<file path="config.mk">
export PLATFORM = sky130hd
export DESIGN_NAME = score_ctrl
export DESIGN_NICKNAME = d
export VERILOG_FILES = /design/src/rtl/score_ctrl.sv
export SDC_FILE = /design/constraint.sdc
export NUM_CORES = 1
export LEC_CHECK = 0
export BUFFER_PORTS_ARGS = -buffer_cell sky130_fd_sc_hd__buf_2
export CORE_MARGIN = 2
export CORE_UTILIZATION = 30
export CTS_CLUSTER_DIAMETER = 50
export DETAILED_ROUTE_END_ITERATION = 12
export GPL_TIMING_DRIVEN = 0
export PLACE_DENSITY_LB_ADDON = 0.15
export SLEW_MARGIN = 5
export SYNTH_ARGS = -nofsm -noshare
export SYNTH_HDL_FRONTEND = slang
export SYNTH_SLANG_ARGS = --single-unit
</file>
<file path="constraint.sdc">
create_clock -name i_clk -period 2.8 [get_ports i_clk]
set_input_delay 0.28 -clock i_clk [delete_from_list [all_inputs] [get_ports i_clk]]
set_output_delay 0.28 -clock i_clk [all_outputs]
set_load 0.1 [all_outputs]
</file>
<file path="src/rtl/score_ctrl.sv">
// Game score/phase controller with a sequential shift-add-3 BCD engine.
// Optional `HIGH_SCORE_EN adds a high-score register and a second BCD pass.
module score_ctrl #(
  parameter int SCORE_BITS  = 10,
  parameter int MAX_SCORE   = 999,
  parameter int MOVE_PERIOD = 8
) (
  input  logic                  i_clk,
  input  logic                  i_rst,
  input  logic                  i_frame_start,
  input  logic                  i_move,
  input  logic                  i_game_over,
  input  logic                  i_restart,
  output logic [SCORE_BITS-1:0] o_score,
  output logic [1:0]            o_state,
  output logic [3:0]            o_hundreds,
  output logic [3:0]            o_tens,
  output logic [3:0]            o_ones,
`ifdef HIGH_SCORE_EN
  output logic [SCORE_BITS-1:0] o_high_score,
  output logic [3:0]            o_hi_hundreds,
  output logic [3:0]            o_hi_tens,
  output logic [3:0]            o_hi_ones,
`endif
  output logic                  o_bcd_done
);

  localparam int HW =
    (MOVE_PERIOD > 1) ? $clog2(MOVE_PERIOD) : 1;
  localparam int CW = $clog2(SCORE_BITS + 1);
  localparam logic [HW-1:0] HOLD_TOP =
    HW'(MOVE_PERIOD - 1);
  localparam logic [SCORE_BITS-1:0] MAX_S =
    SCORE_BITS'(MAX_SCORE);
  localparam logic [CW-1:0] CNT_TOP =
    CW'(SCORE_BITS - 1);

  typedef enum logic [1:0] {
    G_IDLE = 2'b00,
    G_RUN  = 2'b01,
    G_OVER = 2'b10
  } game_e;

  typedef enum logic [1:0] {
    B_IDLE  = 2'b00,
    B_SHIFT = 2'b01,
    B_DONE  = 2'b10
  } bcd_e;

  game_e state_q, state_d;
  logic [SCORE_BITS-1:0] score_q, score_d;
  logic [HW-1:0] hold_q, hold_d;

  bcd_e bst_q, bst_d;
  logic [SCORE_BITS-1:0] bin_q, bin_d;
  logic [11:0] sh_q, sh_d;
  logic [11:0] adj;
  logic [CW-1:0] cnt_q, cnt_d;
  logic [11:0] dig_q, dig_d;
  logic done_q, done_d;

`ifdef HIGH_SCORE_EN
  logic [SCORE_BITS-1:0] high_q, high_d;
  logic [11:0] tmp_q, tmp_d;
  logic [11:0] hdig_q, hdig_d;
  logic pass_q, pass_d;
`endif

  function automatic logic [11:0] add3(
    input logic [11:0] v
  );
    logic [11:0] r;
    r = v;
    for (int i = 0; i < 3; i++) begin
      if (r[i*4 +: 4] >= 4'd5)
        r[i*4 +: 4] = r[i*4 +: 4] + 4'd3;
    end
    return r;
  endfunction

  // Game phase and score accumulation
  always_comb begin
    state_d = state_q;
    score_d = score_q;
    hold_d  = hold_q;
`ifdef HIGH_SCORE_EN
    high_d  = high_q;
`endif
    unique case (state_q)
      G_IDLE: begin
        if (i_restart) begin
          state_d = G_RUN;
          score_d = '0;
          hold_d  = '0;
        end
      end
      G_RUN: begin
        if (i_game_over) begin
          state_d = G_OVER;
`ifdef HIGH_SCORE_EN
          if (score_q > high_q)
            high_d = score_q;
`endif
        end else if (i_frame_start) begin
          if (!i_move) begin
            hold_d = '0;
          end else if (hold_q == HOLD_TOP) begin
            hold_d = '0;
            if (score_q < MAX_S)
              score_d = score_q + SCORE_BITS'(1);
          end else begin
            hold_d = hold_q + HW'(1);
          end
        end
      end
      G_OVER: begin
        if (i_restart) begin
          state_d = G_RUN;
          score_d = '0;
          hold_d  = '0;
        end
      end
      default: state_d = G_IDLE;
    endcase
  end

  // Double-dabble engine; snapshot is the pre-increment score
  always_comb begin
    bst_d  = bst_q;
    bin_d  = bin_q;
    sh_d   = sh_q;
    cnt_d  = cnt_q;
    dig_d  = dig_q;
    done_d = 1'b0;
    adj    = add3(sh_q);
`ifdef HIGH_SCORE_EN
    tmp_d  = tmp_q;
    hdig_d = hdig_q;
    pass_d = pass_q;
`endif
    unique case (bst_q)
      B_IDLE: begin
        if (i_frame_start) begin
          bin_d = score_q;
          sh_d  = '0;
          cnt_d = '0;
          bst_d = B_SHIFT;
`ifdef HIGH_SCORE_EN
          pass_d = 1'b0;
`endif
        end
      end
      B_SHIFT: begin
        sh_d  = (adj << 1)
              | 12'(bin_q[SCORE_BITS-1]);
        bin_d = bin_q << 1;
        cnt_d = cnt_q + CW'(1);
        if (cnt_q == CNT_TOP)
          bst_d = B_DONE;
      end
      B_DONE: begin
`ifdef HIGH_SCORE_EN
        if (!pass_q) begin
          tmp_d  = sh_q;
          bin_d  = high_q;
          sh_d   = '0;
          cnt_d  = '0;
          pass_d = 1'b1;
          bst_d  = B_SHIFT;
        end else begin
          dig_d  = tmp_q;
          hdig_d = sh_q;
          done_d = 1'b1;
          pass_d = 1'b0;
          bst_d  = B_IDLE;
        end
`else
        dig_d  = sh_q;
        done_d = 1'b1;
        bst_d  = B_IDLE;
`endif
      end
      default: bst_d = B_IDLE;
    endcase
  end

  always_ff @(posedge i_clk) begin
    if (i_rst) begin
      state_q <= G_IDLE;
      score_q <= '0;
      hold_q  <= '0;
      bst_q   <= B_IDLE;
      bin_q   <= '0;
      sh_q    <= '0;
      cnt_q   <= '0;
      dig_q   <= '0;
      done_q  <= 1'b0;
`ifdef HIGH_SCORE_EN
      high_q  <= '0;
      tmp_q   <= '0;
      hdig_q  <= '0;
      pass_q  <= 1'b0;
`endif
    end else begin
      state_q <= state_d;
      score_q <= score_d;
      hold_q  <= hold_d;
      bst_q   <= bst_d;
      bin_q   <= bin_d;
      sh_q    <= sh_d;
      cnt_q   <= cnt_d;
      dig_q   <= dig_d;
      done_q  <= done_d;
`ifdef HIGH_SCORE_EN
      high_q  <= high_d;
      tmp_q   <= tmp_d;
      hdig_q  <= hdig_d;
      pass_q  <= pass_d;
`endif
    end
  end

  assign o_score    = score_q;
  assign o_state    = state_q;
  assign o_hundreds = dig_q[11:8];
  assign o_tens     = dig_q[7:4];
  assign o_ones     = dig_q[3:0];
  assign o_bcd_done = done_q;
`ifdef HIGH_SCORE_EN
  assign o_high_score  = high_q;
  assign o_hi_hundreds = hdig_q[11:8];
  assign o_hi_tens     = hdig_q[7:4];
  assign o_hi_ones     = hdig_q[3:0];
`endif

endmodule
</file>
# --- Word-level counts from Yosys, hierarchy flattened ---
# Cells that the tools add are included.
totals:
  reg_bits: 56
  inputBits: 6
op_classes:
  addsub: 6
  magnitude_cmp: 4
  n_eq_ne: 15
  n_mux: 29
  bitwise_logic: 1
  reduce_logical: 10
op_table:
  columns: ["operator", "count"]
  rows:
  - ["$mux W10", 7]
  - ["$pmux W10 S2", 2]
  - ["$pmux W12 S2", 1]
  - ["$mux W3", 6]
  - ["$ne A2 B2 Y1 const B", 8]
  - ["$ge A4 B3 Y1 const B", 3]
  - ["$mux W12", 1]
  - ["$mux W4", 3]
  - ["$or A12 B1 Y12", 1]
  - ["$add A10 B1 Y10 const B", 1]
  - ["$lt A10 B10 Y1 const B", 1]
  - ["$add A4 B2 Y4 const B", 2]
  - ["$mux W2", 4]
  - ["$pmux W2 S2", 2]
  - ["$pmux W4 S2", 1]
  - ["$reduce_and A7 Y1", 1]
  - ["$pmux W3 S2", 1]
  - ["$reduce_and A2 Y1", 3]
  - ["$add A4 B1 Y4 const B", 1]
  - ["$eq A2 B1 Y1 const B", 2]
  - ["$eq A2 B2 Y1 const B", 2]
  - ["$eq A4 B4 Y1 const B", 1]
  - ["$logic_not A2 Y1", 2]
  - ["$reduce_and A4 Y1", 1]
  - ["other kinds (7)", 8]

# --- Depth between registers and ports, before layout ---
logic_depth:
  word_depth: 7
  depth_mapped: 8

# --- Least setup slack after synthesis ---
# No wires, ideal clock.
synth_path:
  kind: "reg2reg"
  from: "register score_q[1] (netlist: o_score[1])"
  to: "register score_q[6] (netlist: o_score[6])"
  setup_ps: 67
  t_arrival_ps: 2251
  required_ps: 2733
  slack_ps: 482
  stages_incl_launch_ff: 7
  n_path_buf: 0
  cell_sequence: "dfxtp_1 -> ha_1 -> and3_1 -> nand3_1 -> or3_1 -> a21bo_1 -> a21oi_2"
synth_between:
  elab_chain_cells: 7
  word_cells_on_any_way: 10
synth_rtl:
  columns: ["item", "line", "rtl"]
  rows:
  - ["start, declared", "51", "logic [SCORE_BITS-1:0] score_q, score_d;"]
  - ["start signal, assigned", "206", "score_q <= score_d;"]
  - ["$add A10 B1 Y10", "110", "score_d = score_q + SCORE_BITS'(1);"]
  - ["$mux W10", "109", "if (score_q < MAX_S)"]
  - ["$mux W10", "107", "end else if (hold_q == HOLD_TOP) begin"]
  - ["$mux W10", "105", "if (!i_move) begin"]
  - ["$mux W10", "104", "end else if (i_frame_start) begin"]
  - ["$mux W10", "98", "if (i_game_over) begin"]
  - ["$pmux W10 S2", "89", "unique case (state_q)"]
# Parallel ways exist; a longest one is shown, timed or not. The select of a mux whose other input is x is not followed.
# A chain may end at the register's enable or synchronous reset.

# --- Worst setup path after layout ---
layout_path:
  from: "register score_q[0] (netlist: o_score[0])"
  to: "register score_q[6] (netlist: o_score[6])"
# Same word-level chain as after synthesis.

==> reports/qor.yml <==
nFillCells: 949
gr-total-overflow: 0
synth_area_leaders: "dfxtp_1 (42%), nor2_1 (7.3%), a21oi_1 (7.1%)"
holdPathEnd: "hold_q[0]"
grt_max_degree: 17
power_density_nw_per_um2: 466
io_pins: 31
postLayoutCoreUtil_pct: 35.0
drt_iter0_drc: 59
grt_usage_pct: 14.3
num_rows: 34
avgSynthCellArea_sq_um: 7.98
whs_path_depth: 3
grt_setup_unrepaired: "false"
p_total_mw: 1.41
synth_edf_count: 0
final_nets: 388
drive_gt1_share_pct: 12.7
antenna_found_initial: 0
cp.required_ns: 3.05
cp-end-kind: "flip-flop"
period_needed_ns: 1.76
mappedNetlistNets: 352
die_y_microns: 98.4
async_reset_ff_share_pct: 0
worst_pin_slew_ns: 0.671
gp_congestion: 0.745
seq_area_sq_um: 1120
drtPass1Iterations: 4
dieArea_sq_um: 9680
critPathArrivalTime_ns: 2.00
layout-area-overhead-vs-synth_pct: 13.5
critical_path_class: "flip-flop to flip-flop"
clk_pin_slew_ns: 0.09
max-slew-margin-rel_pct: 55.1
post_cts_buffers: 0
synth_cell_types: 42
die_x_microns: 98.4
hp-class: "input port to flip-flop"
finalInstanceArea_sq_um: 3030
synth-seq-area-share_pct: 41.9
dp_hpwl_microns: 4560
layout_common_cells: "dfxtp_1 (56), nor2_1 (52), nand2_1 (39), a21oi_1 (38), buf_2 (32)"
wire_per_inst_microns: 13.7
ant_nets: 0
final_common_cell: "dfxtp_1"
hold_buffers: 0
ys.warnings.count: 0
cts_resized: 0
clk_path_buf_depth: 2
finalClockSkew_ns: 0.00556
cts_tree: "done"
wirelength_microns: 6560
synth_ff_type: "dfxtp_1"
setup_viol: 0
drc: 0
grt_pass1_vias: 2397
num_vias: 2368
slew_violations: 0
synth_top_area_cell: "dfxtp_1"
synth-seq-cells: 56
initial_core_util_pct: 30.8
reg2reg_from: "o_score[0]"
netlist_instances: 335
vias_per_cell: 4.94
numPortBuffers: 29
total_leakage_power_nw: 1.17
place_area_sq_um: 2950
status: "finished, final reports clean"
grt_pass1_wl_microns: 11500
rr_endpoint: "o_score[6]"
r2r_cells: 6
core-area_sq_um: 8680
min_from: "i_move"
h-tree-depth: 2
insertion_delay_ns: 0.31
max_clock_freq_mhz: 569
cp_max_fo: 6
multi_input_area_sq_um: 1430
ir_worst_vdd_v: 0.000195
antenna_cells: 0
hold_viol: 0
cts_num_sinks: 56
period_share_pct: 62.8
cts-root-buf: "clkbuf_8"
netlist_area_sq_um: 2670
start_kind: "flip-flop"
finalSetupTns_ns: 0
reg2reg_slack_ns: 1.04
drv_cap: 0
synth_top_area_share_pct: 41.9
cts_buffers: 5
==> synth_stat cells (3+ instances only) <==
cell,n
ha_1,11
nand3b_1,7
nand2_1,39
a21oi_1,38
xnor2_1,4
and3_1,4
a31oi_1,5
nand3_1,7
inv_1,8
dfxtp_1,56
a22oi_1,10
nor3_1,14
nand2b_1,9
clkbuf_1,14
nor2b_1,11
nand4b_1,5
nand4_1,3
o21ai_0,7
nor2_1,52
buf_2,3
==> flip-flops by register name, indices dropped and copies added (netlist names) <==
signal / flops
hold_q: 3
sh_q: 12
o_state: 2
dig_q: 12
o_bcd_done: 1
bin_q: 10
o_score: 10
bst_q: 2
cnt_q: 4
==> area by class of cell <==
cell class | count | area share (%)
Buffer | 20 | 2.97
Clock buffer | 5 | 2.27
Clock inverter | 2 | 0.412
Inverter | 8 | 0.990
Multi-Input combinational cell | 251 | 47.2
Sequential cell | 56 | 36.9
Tap cell | 108 | 4.45
Timing Repair Buffer | 29 | 4.78
==> critical path, cell delays in order, from the launching register on <==
cell     delay (ns)
dfxtp_1        0.45
ha_1           0.25
and3_1         0.20
nand3_1        0.17
or3_1          0.34
a21bo_1        0.18
a21oi_2        0.10
==> power breakdown <==
group	internal, mW	switching (mW)	leakage (nW)	total [mW]
clock	0.170	0.262	0.0400	0.432
sequential	0.812	0.0114	0.454	0.824
combinational	0.0491	0.109	0.681	0.158
==> kinds of logic (layout without fill, tap and decap cells) <==
group / Yosys count / after routing / share of synthesized area [%]
buffers and inverters: 28 / 64 / 4.49
DFF: 56 / 56 / 41.9
adders and majority gates: 11 / 11 / 5.15
muxes: 3 / 3 / 1.17
AOI/OAI and AO/OA: 71 / 71 / 16.0
and+or+nand+nor: 162 / 162 / 29.9
xor gates and xnor gates: 4 / 4 / 1.31
==> routing by layer <==
metal,share of wire (%),up-vias,track usage (%)
met4,1.0,0,3.27
li1,-,1220,-
met5,0,-,0
met1,50,1100,19.2
met3,3.7,7,2.72
met2,45,41,23.9
==> how the worst max path moves through the flow <==
stage               start         end  slack, ns
3_3_place_gp   o_score[0]  o_score[3]       0.99
4_1_cts        o_score[0]  o_score[2]       1.02
2_1_floorplan  o_score[1]  o_score[6]       0.48
3_5_place_dp   o_score[0]  o_score[9]       1.05
5_1_grt        o_score[0]  o_score[4]       0.80
6_report       o_score[0]  o_score[6]       1.04
==> through the flow <==
| stage | std cells | hold WS [ns] | setup WS, ns |
|---|---|---|---|
| floorplan | 335 | 0.441 | 0.482 |
| global placement | 472 | 0.441 | 0.989 |
| detailed placement | 472 | 0.445 | 1.05 |
| CTS | 479 | 0.268 | 1.02 |
| global route | 479 | 0.294 | 0.796 |
| finish | 479 | 0.279 | 1.04 |
(Power assumes the default switching activity.)
